<file path="config.mk">
export PLATFORM = sky130hd
export DESIGN_NAME = td4_rom_loader
export DESIGN_NICKNAME = d
export VERILOG_FILES = /design/src/rtl/td4_pkg.sv /design/src/rtl/td4_cksum_acc.sv /design/src/rtl/td4_rom_loader.sv
export SDC_FILE = /design/constraint.sdc
export NUM_CORES = 1
export LEC_CHECK = 0
export CAP_MARGIN = 5
export CORE_MARGIN = 4
export CORE_UTILIZATION = 45
export DETAILED_ROUTE_END_ITERATION = 8
export HOLD_SLACK_MARGIN = 0.03
export PLACE_DENSITY = 0.8
export SYNTH_ARGS = -nofsm -noshare
export SYNTH_HDL_FRONTEND = slang
export SYNTH_SLANG_ARGS = --single-unit
</file>
<file path="constraint.sdc">
create_clock -name clk -period 6.1 [get_ports clk]
set_input_delay 1.22 -clock clk [delete_from_list [all_inputs] [get_ports clk]]
set_output_delay 1.22 -clock clk [all_outputs]
set_load 0.02 [all_outputs]
</file>
<file path="src/rtl/td4_pkg.sv">
// Shared types and sizing for the TD4 program memory loader.
package td4_pkg;

    localparam int TD4_AW    = 4;
    localparam int TD4_DW    = 8;
    localparam int TD4_DEPTH = 16;

    typedef enum logic [2:0] {
        IDLE,
        LOAD,
        CHECK,
        VERIFY,
        RUN,
        ERROR
    } loader_state_t;

endpackage

</file>
<file path="src/rtl/td4_cksum_acc.sv">
// Modulo-2**DW byte accumulator with synchronous clear and enable.
// acc_sum exposes acc + din so callers can test the post-add value early.
module td4_cksum_acc #(
    parameter int DW = 8
) (
    input  logic          clk,
    input  logic          rst,
    input  logic          clr,
    input  logic          en,
    input  logic [DW-1:0] din,
    output logic [DW-1:0] acc,
    output logic [DW-1:0] acc_sum
);

    logic [DW-1:0] acc_reg;

    assign acc     = acc_reg;
    assign acc_sum = acc_reg + din;

    always_ff @(posedge clk or posedge rst) begin
        if (rst) begin
            acc_reg <= '0;
        end else if (clr) begin
            acc_reg <= '0;
        end else if (en) begin
            acc_reg <= acc_sum;
        end
    end

endmodule

</file>
<file path="src/rtl/td4_rom_loader.sv">
// Streams a program image plus checksum into TD4 program memory, reads it
// back to verify, and only then releases the core from hold.
module td4_rom_loader
    import td4_pkg::*;
#(
    parameter int DEPTH = TD4_DEPTH,
    parameter int AW    = TD4_AW,
    parameter int DW    = TD4_DW
) (
    input  logic          clk,
    input  logic          rst,
    input  logic          start,
    input  logic          in_valid,
    input  logic [DW-1:0] in_data,
    output logic          in_ready,
    output logic          mem_we,
    output logic [AW-1:0] mem_waddr,
    output logic [DW-1:0] mem_wdata,
    output logic [AW-1:0] mem_raddr,
    input  logic [DW-1:0] mem_rdata,
    output logic          cpu_hold,
    output logic          done,
    output logic          err
);

    localparam logic [AW-1:0] ADDR_ONE  = AW'(1);
    localparam logic [AW-1:0] ADDR_LAST = AW'(DEPTH - 1);

    loader_state_t state_reg, state_next;
    logic [AW-1:0] addr_reg, addr_next;
    logic          mem_we_next;
    logic [AW-1:0] mem_waddr_next, mem_raddr_next;
    logic [DW-1:0] mem_wdata_next;
    logic          cpu_hold_next, done_next, err_next;

    logic handshake, load_fire, check_fire, restart, cksum_ok, verify_last, verify_ok;

    // Index 0 accumulates the streamed image, index 1 the readback.
    logic          acc_clr [2];
    logic          acc_en  [2];
    logic [DW-1:0] acc_din [2];
    logic [DW-1:0] acc_val [2];
    logic [DW-1:0] acc_sum [2];

    assign acc_clr[0] = restart;
    assign acc_en[0]  = load_fire;
    assign acc_din[0] = in_data;
    assign acc_clr[1] = check_fire;
    assign acc_en[1]  = (state_reg == VERIFY);
    assign acc_din[1] = mem_rdata;

    generate
        for (genvar gi = 0; gi < 2; gi++) begin : g_acc
            td4_cksum_acc #(.DW(DW)) u_acc (
                .clk     (clk),
                .rst     (rst),
                .clr     (acc_clr[gi]),
                .en      (acc_en[gi]),
                .din     (acc_din[gi]),
                .acc     (acc_val[gi]),
                .acc_sum (acc_sum[gi])
            );
        end
    endgenerate

    assign in_ready    = (state_reg == LOAD) || (state_reg == CHECK);
    assign handshake   = in_valid && in_ready;
    assign load_fire   = handshake && (state_reg == LOAD);
    assign check_fire  = handshake && (state_reg == CHECK);
    assign restart     = start && ((state_reg == IDLE) || (state_reg == RUN) || (state_reg == ERROR));
    // In CHECK, acc_sum[0] is image sum plus the checksum byte on in_data.
    assign cksum_ok    = (acc_sum[0] == '0);
    assign verify_last = (state_reg == VERIFY) && (mem_raddr == ADDR_LAST);
    assign verify_ok   = (acc_sum[1] == acc_val[0]);

    always_ff @(posedge clk or posedge rst) begin
        if (rst) begin
            state_reg <= IDLE;
        end else begin
            state_reg <= state_next;
        end
    end

    always_comb begin
        state_next = state_reg;
        case (state_reg)
            IDLE, RUN, ERROR: if (start) state_next = LOAD;
            LOAD:   if (load_fire && (addr_reg == ADDR_LAST)) state_next = CHECK;
            CHECK:  if (check_fire) state_next = cksum_ok ? VERIFY : ERROR;
            VERIFY: if (verify_last) state_next = verify_ok ? RUN : ERROR;
            default: state_next = IDLE;
        endcase
    end

    always_comb begin
        addr_next      = addr_reg;
        mem_we_next    = load_fire;
        mem_waddr_next = mem_waddr;
        mem_wdata_next = mem_wdata;
        mem_raddr_next = mem_raddr;
        if (restart) begin
            addr_next = '0;
        end
        if (load_fire) begin
            addr_next      = addr_reg + ADDR_ONE;
            mem_waddr_next = addr_reg;
            mem_wdata_next = in_data;
        end
        if (check_fire) begin
            addr_next      = '0;
            mem_raddr_next = '0;
        end
        if (state_reg == VERIFY) begin
            mem_raddr_next = mem_raddr + ADDR_ONE;
        end
        // Status flags follow the state being entered, so they change on the same edge.
        cpu_hold_next = (state_next != RUN);
        done_next     = (state_next == RUN);
        err_next      = (state_next == ERROR);
    end

    always_ff @(posedge clk or posedge rst) begin
        if (rst) begin
            addr_reg  <= '0;
            mem_we    <= 1'b0;
            mem_waddr <= '0;
            mem_wdata <= '0;
            mem_raddr <= '0;
            cpu_hold  <= 1'b1;
            done      <= 1'b0;
            err       <= 1'b0;
        end else begin
            addr_reg  <= addr_next;
            mem_we    <= mem_we_next;
            mem_waddr <= mem_waddr_next;
            mem_wdata <= mem_wdata_next;
            mem_raddr <= mem_raddr_next;
            cpu_hold  <= cpu_hold_next;
            done      <= done_next;
            err       <= err_next;
        end
    end

endmodule

</file>
# After elaboration in Yosys (flattened, before gate mapping)
# Index checks and enable logic that the tools add are counted.
dict set report word_totals {
  input_bits 20
  word_cells 57
  register_bits 43
  output_inout_bits 21
}
dict set report classes {
  n_reduce_logical 15
  n_mux 16
  n_eq_ne 11
  add_sub_neg 4
}
# operator count
set op_table {}
lappend op_table {{$mux W8} 4}
lappend op_table {{$mux W4} 5}
lappend op_table {{$add A8 B8 Y8} 2}
lappend op_table {{$mux W3} 5}
lappend op_table {{$eq A3 B3 Y1 const B} 4}
lappend op_table {{$pmux W3 S4} 1}
lappend op_table {{$add A4 B1 Y4 const B} 2}
lappend op_table {{$eq A4 B4 Y1 const B} 2}
lappend op_table {{$eq A8 B8 Y1} 1}
lappend op_table {{$logic_not A8 Y1} 1}
lappend op_table {{$eq A3 B2 Y1 const B} 2}
lappend op_table {{$logic_and A1 B1 Y1} 6}
lappend op_table {{$reduce_bool A2 Y1} 2}
lappend op_table {{$eq A3 B1 Y1 const B} 1}
lappend op_table {{$logic_not A3 Y1} 1}
lappend op_table {{$logic_or A1 B1 Y1} 3}
lappend op_table {{$ne A3 B3 Y1 const B} 1}
lappend op_table {{$reduce_bool A3 Y1} 1}
lappend op_table {{$reduce_or A3 Y1} 1}
lappend op_table {{$mux W1} 1}

# Depth between registers and ports, before layout
dict set report logic_depth {
  word_depth 8
  depth_mapped 9
  ltp_nobuf 9
}

# By module
# From an unflattened synthesis, not the netlist that was laid out.
dict set report hier_totals {
  cells_unflattened 249
  hier_area_um2 2653.8
}
# module seq_area_each_um2 cells_per_inst instances area_each_um2
set modules_own_cells {}
lappend modules_own_cells {td4_rom_loader 676.9 111 1 1318.8}
lappend modules_own_cells {{td4_cksum_acc (g_acc[0].u_acc)} 200.2 71 1 681.9}
lappend modules_own_cells {{td4_cksum_acc (g_acc[1].u_acc)} 200.2 67 1 653.1}

# Least setup slack after synthesis
# No wires, ideal clock.
dict set report synth_timing {
  path_kind {input -> register}
  start {input port in_data[0]}
  end {register err}
  required_time_ns 5.981
  setup_slack_ns 2.699
  t_arrival_ns 3.282
  path_buffers 0
  stages 9
  setup_ns 0.119
  cell_sequence {ha_1 -> fa_1 -> a21oi_1 -> o21a_1 -> o311ai_1 -> or4_4 -> a221oi_4 -> inv_2 -> and2_1}
}
dict set report synth_between {
  elab_chain_cells 6
}
# element line_no
set synth_rtl {}
lappend synth_rtl {{start: declaration} td4_rom_loader.sv:14} ;# input logic [DW-1:0] in_data,
lappend synth_rtl {{$add A8 B8 Y8} td4_cksum_acc.sv:18} ;# assign acc_sum = acc_reg + din;
lappend synth_rtl {{$logic_not A8 Y1} td4_rom_loader.sv:72} ;# assign cksum_ok = (acc_sum[0] == '0);
lappend synth_rtl {{$mux W3 (2 in a row)} td4_rom_loader.sv:89} ;# CHECK: if (check_fire) state_next = cksum_ok ? VERIFY : ERROR;
lappend synth_rtl {{$pmux W3 S4} td4_rom_loader.sv:86} ;# case (state_reg)
lappend synth_rtl {{named net state_next[2]} td4_rom_loader.sv:29} ;# loader_state_t state_reg, state_next;
lappend synth_rtl {{$eq A3 B3 Y1} td4_rom_loader.sv:119} ;# err_next = (state_next == ERROR);
lappend synth_rtl {{named net err_next} td4_rom_loader.sv:34} ;# logic cpu_hold_next, done_next, err_next;
lappend synth_rtl {{end signal: assignment} td4_rom_loader.sv:140} ;# err <= err_next;
lappend synth_rtl {{end: declaration} td4_rom_loader.sv:23} ;# output logic err
# The timed path passes the listed nets, and every way through them passes these cells.
# A chain may end at the register's enable or synchronous reset.

# Worst setup path in the final report
# Ends and elaborated chain as after synthesis.

==> flow_metrics.tcl <==
set metrics [dict create \
    outcome "completed" \
    multi_input_area_um2 1476 \
    fill_cells 491 \
    yosysWarnings 0 \
    rsz0062_at_grt "false" \
    path_cells "clkdlybuf4s50_1 > ha_1 > fa_1 > a21oi_1 > o21a_1 > o311ai_1 > or4_4 > a221oi_4 > inv_2 > and2_1" \
    grtUsageTotal 0.1669 \
    p_per_area_nw_per_um2 498.2 \
    arrival_ns 3.89 \
    fin_area_um2 3211 \
    netlist-cell-type-count 52 \
    synth-adder-area-share 0.09125 \
    synth_edf_count 0 \
    holdBufCountCts 0 \
    maxSlewHeadroom 0.4606 \
    required_ns 6.29 \
    numCtsBuffers 5 \
    place_congestion 0.8725 \
    cts_root_buf "clkbuf_8" \
    dp_hpwl_um 4248 \
    cts_resized 0 \
    crit_buf_inv 2 \
    start_kind "primary input" \
    setup_violations 0 \
    synth-seq-cells 43 \
    synth_common_cells "nand2_1, dfrtp_1, ha_1" \
    cts.clk_slew.worst_paths_ns 0.08 \
    seq_area_um2 1077 \
    grt_pass1_vias 2244 \
    fp.dieH_um 84.49 \
    clock_sinks 43 \
    post_drt_wl_per_cell_um 14.36 \
    synth_mux_area_frac 0.007605 \
    p_leak_nw 1.448 \
    criticalPathCategory "in2reg" \
    antenna_left 0 \
    cts_tree "built" \
    synth_top_family_by_area "simple AND/OR/NAND/NOR gates" \
    syn_area_um2 2633 \
    ys_seq_area_frac 0.4092 \
    max-vdd-ir-drop_mv 0.2140 \
    cts_setup_buffers 0 \
    viasPerCell 5.550 \
    clk_latency_ns 0.30 \
    avgSynthCellArea_um2 9.173 \
    antenna_found_initial 0 \
    crit_path_max_fanout 4 \
    yosysTopAreaCellShare 0.3992 \
    dpl-instance-area_um2 3093 \
    synthXorXnorAreaFrac 0.07034 \
    drc_errors 0 \
    synth_ff_type "dfrtp_1" \
    io_buffer_count 40 \
    initial_core_util 0.4723 \
    setup_tns_ns 0 \
    min_period_over_period 0.6064 \
    die_area_um2 7138 \
    min_path_type "reg2reg" \
    cts_buffer_depth 2 \
    final_hold_viol_count 0 \
    tightestPinTransition_ns 0.8070 \
    vias 2209 \
    rows 27 \
    synth_area_leaders "dfrtp_1, nand2_1, ha_1, xnor2_1, o21ai_0" \
    detail_route.iter0.violations 94 \
    pin_count 41 \
    cpMaxStageDelayCell "or4_4" \
    antenna_cells 0 \
    crit_path_end_kind "register" \
    grt_max_degree 44 \
    fmaxAchievable_ghz 0.2703 \
    max_stage_delay_ns 0.53 \
    nets 363 \
    postSynthCellCount 287 \
    synth_nets 325 \
    firstDrtPassIters 4 \
    ys_async_sr_fraction 1.000 \
    wirelength_um 5717 \
    timing.final.max_slew_violations 0 \
    overflow 0 \
    synthSimpleGateAreaFrac 0.2167 \
    syn_to_final_growth_pct 21.96 \
    synth_area_leader_cell "dfrtp_1" \
    htree_levels 2 \
    synth-compound-area-share 0.1749 \
    drv_cap 0 \
    skew_ns 0.005674 \
    yosysMostFrequentCell "nand2_1" \
    grt_pass1_wl_um 9860 \
    critPathTopFamily "compound AO/OA/AOI/OAI gates" \
    die_w_um 84.49 \
    drive_gt1_frac 0.05828 \
    core-area_um2 5574 \
    layout_min_cycle_time_ns 3.699 \
    largest_reg_flops 16 \
]
-- cells by family (layout without fill, tap and decap cells) --
| kind of cell | Yosys count | after routing |
|---|---|---|
| mux | 2 | 2 |
| simple gates | 118 | 118 |
| fa+ha+maj | 18 | 18 |
| buf+inv | 21 | 60 |
| flops | 43 | 43 |
| xor+xnor | 18 | 18 |
| compound gates | 67 | 67 |
-- layer usage --
metal | part of all wire | GRT usage | up-vias
met1 | 0.44 | 0.2068 | 1056
met4 | 0.010 | 0.05324 | 0
met3 | 0.052 | 0.03925 | 6
met2 | 0.49 | 0.2868 | 55
met5 | 0 | 0 | -
li1 | - | - | 1092
-- cells in the final DEF (no fill, tap or decap), drive strengths merged, types with 4 or more instances in the layout --
master / Yosys / layout
a22o: 5 / 5
o21a: 5 / 5
xnor2: 11 / 11
and2: 4 / 4
clkbuf: 8 / 6
xor2: 5 / 5
a21oi: 14 / 14
nor3b: 5 / 5
nand4: 5 / 5
nand2: 61 / 61
ha: 16 / 16
inv: 11 / 11
o21ai: 20 / 20
nor3: 5 / 5
clkdlybuf4s50: 0 / 40
dfrtp: 42 / 42
nor2: 15 / 15
-- layout make-up --
| type | instances | area share |
|---|---|---|
| Clock buffer | 6 | 0.02572 |
| Tap cell | 72 | 0.02806 |
| Timing Repair Buffer | 41 | 0.1270 |
| Clock inverter | 2 | 0.01091 |
| Sequential cell | 43 | 0.3355 |
| Inverter | 11 | 0.01286 |
| Multi-Input combinational cell | 223 | 0.4599 |
-- through the flow --
step / setup slack [ns] / total power [mW] / utilization / std cells / hold WS, ns
after global routing: 2.313 / 1.727 / 0.5760 / 398 / 0.5078
after detailed placement: 2.089 / 1.366 / 0.5549 / 390 / 0.4616
after CTS: 2.409 / 1.604 / 0.5760 / 398 / 0.4829
after floorplan: 2.699 / 1.130 / - / 287 / 0.4526
after global placement: 2.138 / 1.334 / 0.5549 / 390 / 0.4570
final: 2.401 / 1.600 / 0.5760 / 398 / 0.4789
-- report_power, final --
group	internal (mW)	switching, mW
registers	0.390	0.107
logic	0.410	0.460
clock network	0.133	0.0995
total	0.933	0.667
-- final timing paths --
| path | from | slack (ns) | cells past startpoint | end |
|---|---|---|---|---|
| worst max-delay path | in_data[0] | 2.40 | 10 | err |
| worst min-delay path | mem_waddr[1] | 0.48 | 2 | mem_waddr[1] |
| worst max register to register | g_acc[0].u_acc.acc[0] | 3.33 | 9 | err |
| worst min register to register | mem_waddr[1] | 0.48 | 2 | mem_waddr[1] |
| max in group asynchronous | rst | 4.36 | 3 | cpu_hold |
| min in group asynchronous | rst | 1.37 | 3 | mem_we |
-- tightest hold or removal path, stage by stage, from the launching register on --
cell	delay [ns]
dfrtp_1	0.35
nand2_1	0.05
nand2_1	0.05
Power figures use the tool's default switching activity.
